==> config.mk <==
export PLATFORM = sky130hd
export DESIGN_NAME = syn_fifo_fwft_flat
export DESIGN_NICKNAME = d
export VERILOG_FILES = /design/src/rtl/syn_fifo_fwft_if.sv /design/src/rtl/syn_fifo_fwft.sv /design/src/flat_wrapper.sv
export SDC_FILE = /design/constraint.sdc
export NUM_CORES = 1
export LEC_CHECK = 0
export BUFFER_PORTS_ARGS = -buffer_cell sky130_fd_sc_hd__buf_2
export CAP_MARGIN = 10
export CORE_MARGIN = 2
export CORE_UTILIZATION = 55
export DETAILED_ROUTE_END_ITERATION = 16
export GPL_TIMING_DRIVEN = 0
export PLACE_DENSITY = 0.74
export SYNTH_ARGS = -nofsm -noshare
export SYNTH_HDL_FRONTEND = slang
export SYNTH_SLANG_ARGS = --single-unit
==> constraint.sdc <==
create_clock -name clk -period 8.8 [get_ports clk]
set_clock_uncertainty 0.1 [all_clocks]
set_input_delay 1.76 -clock clk [delete_from_list [all_inputs] [get_ports clk]]
set_output_delay 1.76 -clock clk [all_outputs]
set_load 0.01 [all_outputs]
==> src/rtl/syn_fifo_fwft_if.sv <==
// Handshake/status bundle for syn_fifo_fwft.
//   master : producer/consumer side (drives w_en, w_data, r_en, clr_err)
//   slave  : the FIFO itself (drives read data, status flags and counts)
interface syn_fifo_fwft_if #(
    parameter int DATA_WIDTH = 8,
    parameter int ADDR_WIDTH = 4
);
    logic                  w_en;
    logic [DATA_WIDTH-1:0] w_data;
    logic                  r_en;
    logic                  clr_err;
    logic [DATA_WIDTH-1:0] r_data;
    logic                  r_valid;
    logic                  is_empty;
    logic                  is_full;
    logic                  almost_empty;
    logic                  almost_full;
    logic [ADDR_WIDTH:0]   data_avail;
    logic [ADDR_WIDTH:0]   room_avail;
    logic                  overflow;
    logic                  underflow;

    modport master (
        output w_en, w_data, r_en, clr_err,
        input  r_data, r_valid, is_empty, is_full, almost_empty, almost_full,
               data_avail, room_avail, overflow, underflow
    );

    modport slave (
        input  w_en, w_data, r_en, clr_err,
        output r_data, r_valid, is_empty, is_full, almost_empty, almost_full,
               data_avail, room_avail, overflow, underflow
    );
endinterface

==> src/rtl/syn_fifo_fwft.sv <==
// Synchronous FIFO with selectable read style.
//   FWFT=0 : r_en requests a word; r_data/r_valid are registered and valid
//            the cycle after acceptance; r_data holds otherwise.
//   FWFT=1 : head word is presented on r_data with r_valid=1 unrequested;
//            r_en pops it. The presented word still counts in data_avail.
// Ports:
//   clk  - clock, rising edge
//   rst  - asynchronous active-high reset
//   bus  - syn_fifo_fwft_if.slave: write/read requests, read data,
//          registered status (empty/full/almost flags, counts, sticky errors)
module syn_fifo_fwft #(
    parameter int DATA_WIDTH = 8,
    parameter int ADDR_WIDTH = 4,
    parameter int FWFT       = 0,
    parameter int AF_THRESH  = (2**ADDR_WIDTH) - 2,
    parameter int AE_THRESH  = 2
) (
    input logic            clk,
    input logic            rst,
    syn_fifo_fwft_if.slave bus
);
    localparam int FIFO_DEPTH = 2**ADDR_WIDTH;
    localparam logic [ADDR_WIDTH:0] DEPTH_C = (ADDR_WIDTH+1)'(FIFO_DEPTH);
    localparam logic [ADDR_WIDTH:0] AF_C    = (ADDR_WIDTH+1)'(AF_THRESH);
    localparam logic [ADDR_WIDTH:0] AE_C    = (ADDR_WIDTH+1)'(AE_THRESH);

    logic [DATA_WIDTH-1:0] mem [FIFO_DEPTH];

    // Pointers carry one extra wrap bit so full/empty never alias.
    logic [ADDR_WIDTH:0]   w_ptr, r_ptr;
    logic [ADDR_WIDTH:0]   count, room, count_nxt;
    logic                  empty_q, full_q, ae_q, af_q, ovf_q, unf_q;
    logic [DATA_WIDTH-1:0] rd_q;
    logic                  rv_q;
    logic                  wr_acc, rd_acc, mem_rd;

    // Flags are the registered pre-edge view, so a write into a full FIFO is
    // rejected even when a read is accepted in the same cycle.
    assign wr_acc = bus.w_en & ~full_q;

    generate
        if (FWFT != 0) begin : g_fwft
            // Pop acknowledges the presented word. The output register is
            // refilled from the array whenever it is free or being popped,
            // so back-to-back pops see no r_valid gap.
            assign rd_acc = bus.r_en & rv_q;
            assign mem_rd = (~rv_q | rd_acc) & (w_ptr != r_ptr);
        end else begin : g_std
            assign rd_acc = bus.r_en & ~empty_q;
            assign mem_rd = rd_acc;
        end
    endgenerate

    // count tracks every stored word, including one parked in the FWFT
    // output register, so capacity is FIFO_DEPTH in both modes.
    assign count_nxt = count + (ADDR_WIDTH+1)'(wr_acc) - (ADDR_WIDTH+1)'(rd_acc);

    // Array is not reset: stale words are unreachable once pointers clear.
    always_ff @(posedge clk) begin
        if (wr_acc)
            mem[w_ptr[ADDR_WIDTH-1:0]] <= bus.w_data;
    end

    always_ff @(posedge clk or posedge rst) begin
        if (rst) begin
            w_ptr   <= '0;
            r_ptr   <= '0;
            count   <= '0;
            room    <= DEPTH_C;
            empty_q <= 1'b1;
            full_q  <= 1'b0;
            ae_q    <= 1'b1;
            af_q    <= (AF_C == '0);
            ovf_q   <= 1'b0;
            unf_q   <= 1'b0;
            rd_q    <= '0;
            rv_q    <= 1'b0;
        end else begin
            w_ptr   <= w_ptr + (ADDR_WIDTH+1)'(wr_acc);
            r_ptr   <= r_ptr + (ADDR_WIDTH+1)'(mem_rd);
            // Status registered from next-state so it lines up with pointers.
            count   <= count_nxt;
            room    <= DEPTH_C - count_nxt;
            empty_q <= (count_nxt == '0);
            full_q  <= (count_nxt == DEPTH_C);
            ae_q    <= (count_nxt <= AE_C);
            af_q    <= (count_nxt >= AF_C);
            // A fresh error wins over a same-cycle clear.
            ovf_q   <= (bus.w_en & full_q)  | (ovf_q & ~bus.clr_err);
            unf_q   <= (bus.r_en & empty_q) | (unf_q & ~bus.clr_err);
            if (mem_rd)
                rd_q <= mem[r_ptr[ADDR_WIDTH-1:0]];
            if (FWFT != 0)
                rv_q <= mem_rd | (rv_q & ~rd_acc);
            else
                rv_q <= rd_acc;
        end
    end

    assign bus.r_data       = rd_q;
    assign bus.r_valid      = rv_q;
    assign bus.is_empty     = empty_q;
    assign bus.is_full      = full_q;
    assign bus.almost_empty = ae_q;
    assign bus.almost_full  = af_q;
    assign bus.data_avail   = count;
    assign bus.room_avail   = room;
    assign bus.overflow     = ovf_q;
    assign bus.underflow    = unf_q;
endmodule
==> src/flat_wrapper.sv <==
// flat-port wrapper written by rule: the top's interface ports become plain ports
module syn_fifo_fwft_flat 
#(
    parameter int DATA_WIDTH = 8,
    parameter int ADDR_WIDTH = 4,
    parameter int FWFT       = 0,
    parameter int AF_THRESH  = (2**ADDR_WIDTH) - 2,
    parameter int AE_THRESH  = 2
)
  (clk, rst, bus_w_en, bus_w_data, bus_r_en, bus_clr_err, bus_r_data, bus_r_valid, bus_is_empty, bus_is_full, bus_almost_empty, bus_almost_full, bus_data_avail, bus_room_avail, bus_overflow, bus_underflow);
  syn_fifo_fwft_if #(.DATA_WIDTH(DATA_WIDTH), .ADDR_WIDTH(ADDR_WIDTH)) bus_i ();
  input logic clk;
  input logic rst;
  input wire logic [$bits(bus_i.w_en)-1:0] bus_w_en;
  input wire logic [$bits(bus_i.w_data)-1:0] bus_w_data;
  input wire logic [$bits(bus_i.r_en)-1:0] bus_r_en;
  input wire logic [$bits(bus_i.clr_err)-1:0] bus_clr_err;
  output wire logic [$bits(bus_i.r_data)-1:0] bus_r_data;
  output wire logic [$bits(bus_i.r_valid)-1:0] bus_r_valid;
  output wire logic [$bits(bus_i.is_empty)-1:0] bus_is_empty;
  output wire logic [$bits(bus_i.is_full)-1:0] bus_is_full;
  output wire logic [$bits(bus_i.almost_empty)-1:0] bus_almost_empty;
  output wire logic [$bits(bus_i.almost_full)-1:0] bus_almost_full;
  output wire logic [$bits(bus_i.data_avail)-1:0] bus_data_avail;
  output wire logic [$bits(bus_i.room_avail)-1:0] bus_room_avail;
  output wire logic [$bits(bus_i.overflow)-1:0] bus_overflow;
  output wire logic [$bits(bus_i.underflow)-1:0] bus_underflow;
  assign bus_i.w_en = bus_w_en;
  assign bus_i.w_data = bus_w_data;
  assign bus_i.r_en = bus_r_en;
  assign bus_i.clr_err = bus_clr_err;
  assign bus_r_data = bus_i.r_data;
  assign bus_r_valid = bus_i.r_valid;
  assign bus_is_empty = bus_i.is_empty;
  assign bus_is_full = bus_i.is_full;
  assign bus_almost_empty = bus_i.almost_empty;
  assign bus_almost_full = bus_i.almost_full;
  assign bus_data_avail = bus_i.data_avail;
  assign bus_room_avail = bus_i.room_avail;
  assign bus_overflow = bus_i.overflow;
  assign bus_underflow = bus_i.underflow;
  syn_fifo_fwft #(.DATA_WIDTH(DATA_WIDTH), .ADDR_WIDTH(ADDR_WIDTH), .FWFT(FWFT), .AF_THRESH(AF_THRESH), .AE_THRESH(AE_THRESH)) u_core (.clk(clk), .rst(rst), .bus(bus_i));
endmodule
# Word level (Yosys, flattened, before mapping)
# Memories as Yosys holds them, arrays and structs flattened. A register that Yosys moved wholly into a read port is not among the register bits.
# Cells that the tools add are included.
# op_classes
n_addsub,5
order_cmp,2
eq_ne,1
n_mux,2
bitwise,11
n_reduce_logical,1
# ops
cell,n
$add A5 B1 Y5,3
$and A1 B1 Y1,6
$eq A5 B5 Y1 const B,1
$ge A5 B4 Y1 const B,1
$le A5 B2 Y1 const B,1
$logic_not A5 Y1,1
$sub A5 B1 Y5,1
$sub A5 B5 Y5 const A,1
$not A1 Y1,3
$mux W1,2
$or A1 B1 Y1,2
# totals
register_bits,27
ram_bits,128
in_bits,13
output_inout_bits,25
word_cells,34
mem_count,1
# memory_table
name,words,width,rd,rd_ports_with_merged_regs,write_ports,line_no,source
u_core.mem,16,8,1,1,1,syn_fifo_fwft.sv:27,logic [DATA_WIDTH-1:0] mem [FIFO_DEPTH];

# Logic depth before layout (Yosys ltp)
# logic_depth
depth_word,5
ltp_mapped,11
depth_no_buf,11

# Least setup slack after synthesis
# OpenSTA, ideal clock, no wires.
# synth_timing
path_kind,input-to-reg
startpoint,in bus_r_en
endpoint,reg u_core.room[4] (netlist: u_core.bus.room_avail[4])
setup_time_ns,0.083
arrival_ns,3.908
required_time_ns,8.617
slack_ns,4.709
path_stages,10
path_buffers,0
cell_sequence,nand2b_1 clkinv_1 ha_1 inv_1 ha_1 fa_1 inv_1 ha_1 nor3b_1 ha_1
# synth_via
elab_chain_len,3
# synth_lines
item,line_no,source
from (decl),flat_wrapper.sv:16,input wire logic [$bits(bus_i.r_en)-1:0] bus_r_en;
$and A1 B1 Y1,syn_fifo_fwft.sv:49,assign rd_acc = bus.r_en & ~empty_q;
named net u_core.mem_rd,syn_fifo_fwft.sv:35,"logic wr_acc, rd_acc, mem_rd;"
$sub A5 B1 Y5,syn_fifo_fwft.sv:56,assign count_nxt = count + (ADDR_WIDTH+1)'(wr_acc) - (ADDR_WIDTH+1)'(rd_acc);
named net u_core.count_nxt[1],syn_fifo_fwft.sv:31,"logic [ADDR_WIDTH:0] count, room, count_nxt;"
$sub A5 B5 Y5,syn_fifo_fwft.sv:83,room <= DEPTH_C - count_nxt;
to (signal assigned),syn_fifo_fwft.sv:83,
to (decl),syn_fifo_fwft.sv:31,
# The timed path passes the listed nets, and every way through them passes these cells.

# Final worst setup path
# Same ends and word-level chain as after synthesis.

==> impl_metrics.ini <==
[run_status]
run_status = finished, final reports clean

[detailed_routing]
vias_per_cell = 5.71
first_pass_iters = 5
detail_route.drc_violations = 0
drt-wirelength-per-cell_um = 20.8
detail-route-antenna-nets = 0
dr_total_vias = 3162
drtIter0Drc = 312
routed_wirelength_um = 11500

[global_routing]
grt_max_degree = 33
first_global_vias = 3353
wire_length_of_the_first_global_routing_pass_um = 18300
antenna_found_initial = 0
grt_remaining_overflow = 0
track_usage_pct = 20.1

[sta]
setup_viol_count_final = 0
max_slew.worst_pin.slew_ns = 1.00
layout_worst_path_cycle_share_pct = 48.7
finalSetupTns_ns = 0
period_needed_ns = 4.29
final_report_max_slew_violation_count = 0
slew_headroom_pct = 33.1
final-hold-violation-count = 0
max_clock_freq_mhz = 233
grt_setup_unrepaired = false

[synth]
postSynthAreaPerCell_um2 = 18.8
synth_cell_types = 41
async_flop_share_pct = 20.0
mappedNetlistNets = 364
synth-seq-cells = 160
synthCells = 337
synth_area_um2 = 6350
number_of_enable_flip_flop_cells_after_synthesis = 128
ys.warnings.count = 0
synth-main-ff-cell = edfxtp_1
synth_sequential_area_ratio_pct = 73.2

[cts]
clkSinkCount = 160
path_clk_slew_ns = 0.05
cts_hold_repair.buffers = 0
postCtsSetupRepairBufs = 0
clock_insertion_delay_worst_skew_ns = 0.41
tritoncts.num_buffers = 17
clock_tree.root_cell = clkbuf_16
cts_tree = built
clockBufferDepth = 2
total_of_cells_resized_after_clock_tree_synthesis = 0
htreeDepth = 4

[power_and_ir_drop]
total_leakage_power_uw = 0.00269
cellPowerDensity_nw_per_um2 = 350
ir_drop_mv = 0.335
post-layout-total-power_uw = 2550

[worst_hold_path]
whs_path_depth = 2
worst_hold_path_type = reg -> reg

[worst_setup_path]
critPathMaxFanout = 11
timing.critical_path.from_type = input port
critical_path_class = in -> reg
ff2ff_setup_slack_ns = 5.39
critical_path_required_ns = 9.03
kind_of_end_point_of_the_critical_path = flip-flop
critPathArrivalTime_ns = 4.52
worstRegToRegCells = 10

[place]
gp_congestion = 0.770
place.port_buffers = 37
hpwlAfterDp_um = 7710

[cells_and_area]
antenna-diode-count = 0
final-seq-area_um2 = 4650
layout.cells.most_common_list = edfxtp_1 (128), buf_2 (39), dfrtp_1 (29)
area_of_the_multi_input_gates_um2 = 1560
areaGrowthSynthToFinish_pct = 14.5
mostFrequentLayoutCell = edfxtp_1
fill_cell_count = 803
final_net_count = 425
final_layout_size_suffix_gt1_share_pct = 24.3
final_core_utilization_pct = 64.3

[floorplan]
area_enclosed_by_the_die_boundary_um2 = 12400
core-area_um2 = 11300
boundaryPins = 38
dieHeight_um = 111
die_boundary_width_um = 111
initial_utilization_pct = 56.1
row_count = 39

[run]
max_cap_violations = 0
[sequential cells by signal, summed over array words and instances, names as in the netlist, 4 cells and up]
name / count
u_core.mem: 128
u_core.bus.data_avail: 5
u_core.w_ptr: 4
u_core.r_ptr: 4
u_core.bus.r_data: 8
u_core.bus.room_avail: 4
[cell type report]
class                      instances  share of cell area, %
sequential                       160                   63.9
multi-input combinational        150                   21.4
clock buffer                      30                   6.79
timing repair buffer              42                   3.30
tap                              143                   2.46
buffer                            13                   1.29
inverter                          14                  0.722
clock inverter                     2                  0.120
[layer usage]
layer / share of wire (%) / vias up / global-route usage (%)
met5: 0 / - / 0
met4: 1.9 / 0 / 8.64
met3: 6.7 / 18 / 5.66
met2: 50 / 120 / 32.2
met1: 41 / 1577 / 26.3
li1: - / 1447 / -
[synth_stat cells, types with 2 or more instances]
library cell	instances	share of area [%]
edfxtp_1	128	61
dfrtp_1	29	11
mux2i_1	20	3.2
mux4_2	17	6.0
ha_1	13	2.6
inv_1	13	0.77
nor2_1	13	0.77
nand2_1	10	0.59
mux4_1	7	2.9
xnor2_1	7	0.97
a21oi_1	6	0.47
a22oi_1	6	0.71
mux2_2	6	1.1
buf_4	5	0.59
nor3_1	5	0.39
nand2b_1	4	0.39
o22ai_1	4	0.39
a21o_1	3	0.35
clkbuf_1	3	0.18
dfstp_2	3	1.2
nor2b_1	3	0.30
xor2_1	3	0.41
a221o_1	2	0.32
a221oi_1	2	0.28
and2_1	2	0.20
and3_1	2	0.20
buf_2	2	0.16
mux2_4	2	0.47
nand3_1	2	0.16
nand3b_1	2	0.24
o211ai_1	2	0.24
o21ai_0	2	0.16
[logic make-up after synthesis]
logic type,Yosys count,synth area share (%)
adders and majority gates,14,2.88
buffers and inverters,27,2.30
and+or+nand+nor,45,3.49
DFF,160,73.2
xor gates and xnor gates,10,1.38
AOI/OAI and AO/OA,29,3.17
muxes,52,13.6
[final timing paths]
| check | startpoint | to |
|---|---|---|
| max in group asynchronous | rst | u_core.bus.room_avail[4] |
| max | bus_r_en | u_core.bus.room_avail[4] |
| min | u_core.bus.r_data[5] | u_core.bus.r_data[5] |
| min in group asynchronous | rst | u_core.bus.r_data[0] |
| max reg2reg | u_core.bus.is_empty | u_core.bus.room_avail[4] |
| min reg2reg | u_core.bus.r_data[5] | u_core.bus.r_data[5] |
[stage by stage]
stage / setup slack (ns) / hold WS (ns) / instance area [um2] / cells
2_1_floorplan: 4.71 / 0.377 / 6350 / 337
6_report: 4.51 / 0.401 / 7270 / 554
3_3_place_gp: 4.17 / 0.384 / 6720 / 517
4_1_cts: 4.49 / 0.396 / 7230 / 551
5_1_grt: 4.29 / 0.429 / 7270 / 554
3_5_place_dp: 4.07 / 0.384 / 6730 / 519
[critical path, cell delays in order]
cell	delay, ns
buf_2	0.10
nand2b_1	0.16
clkinv_1	0.37
ha_1	0.42
inv_1	0.04
ha_1	0.22
fa_1	0.55
inv_1	0.11
ha_1	0.18
nor3b_1	0.30
ha_1	0.31
[power breakdown]
| group | total [uW] | internal, uW | switching (uW) |
|---|---|---|---|
| registers | 1020 | 966 | 56.7 |
| logic | 897 | 408 | 489 |
| clock network | 629 | 374 | 255 |
Note: power is estimated with default switching activity, not from simulation.
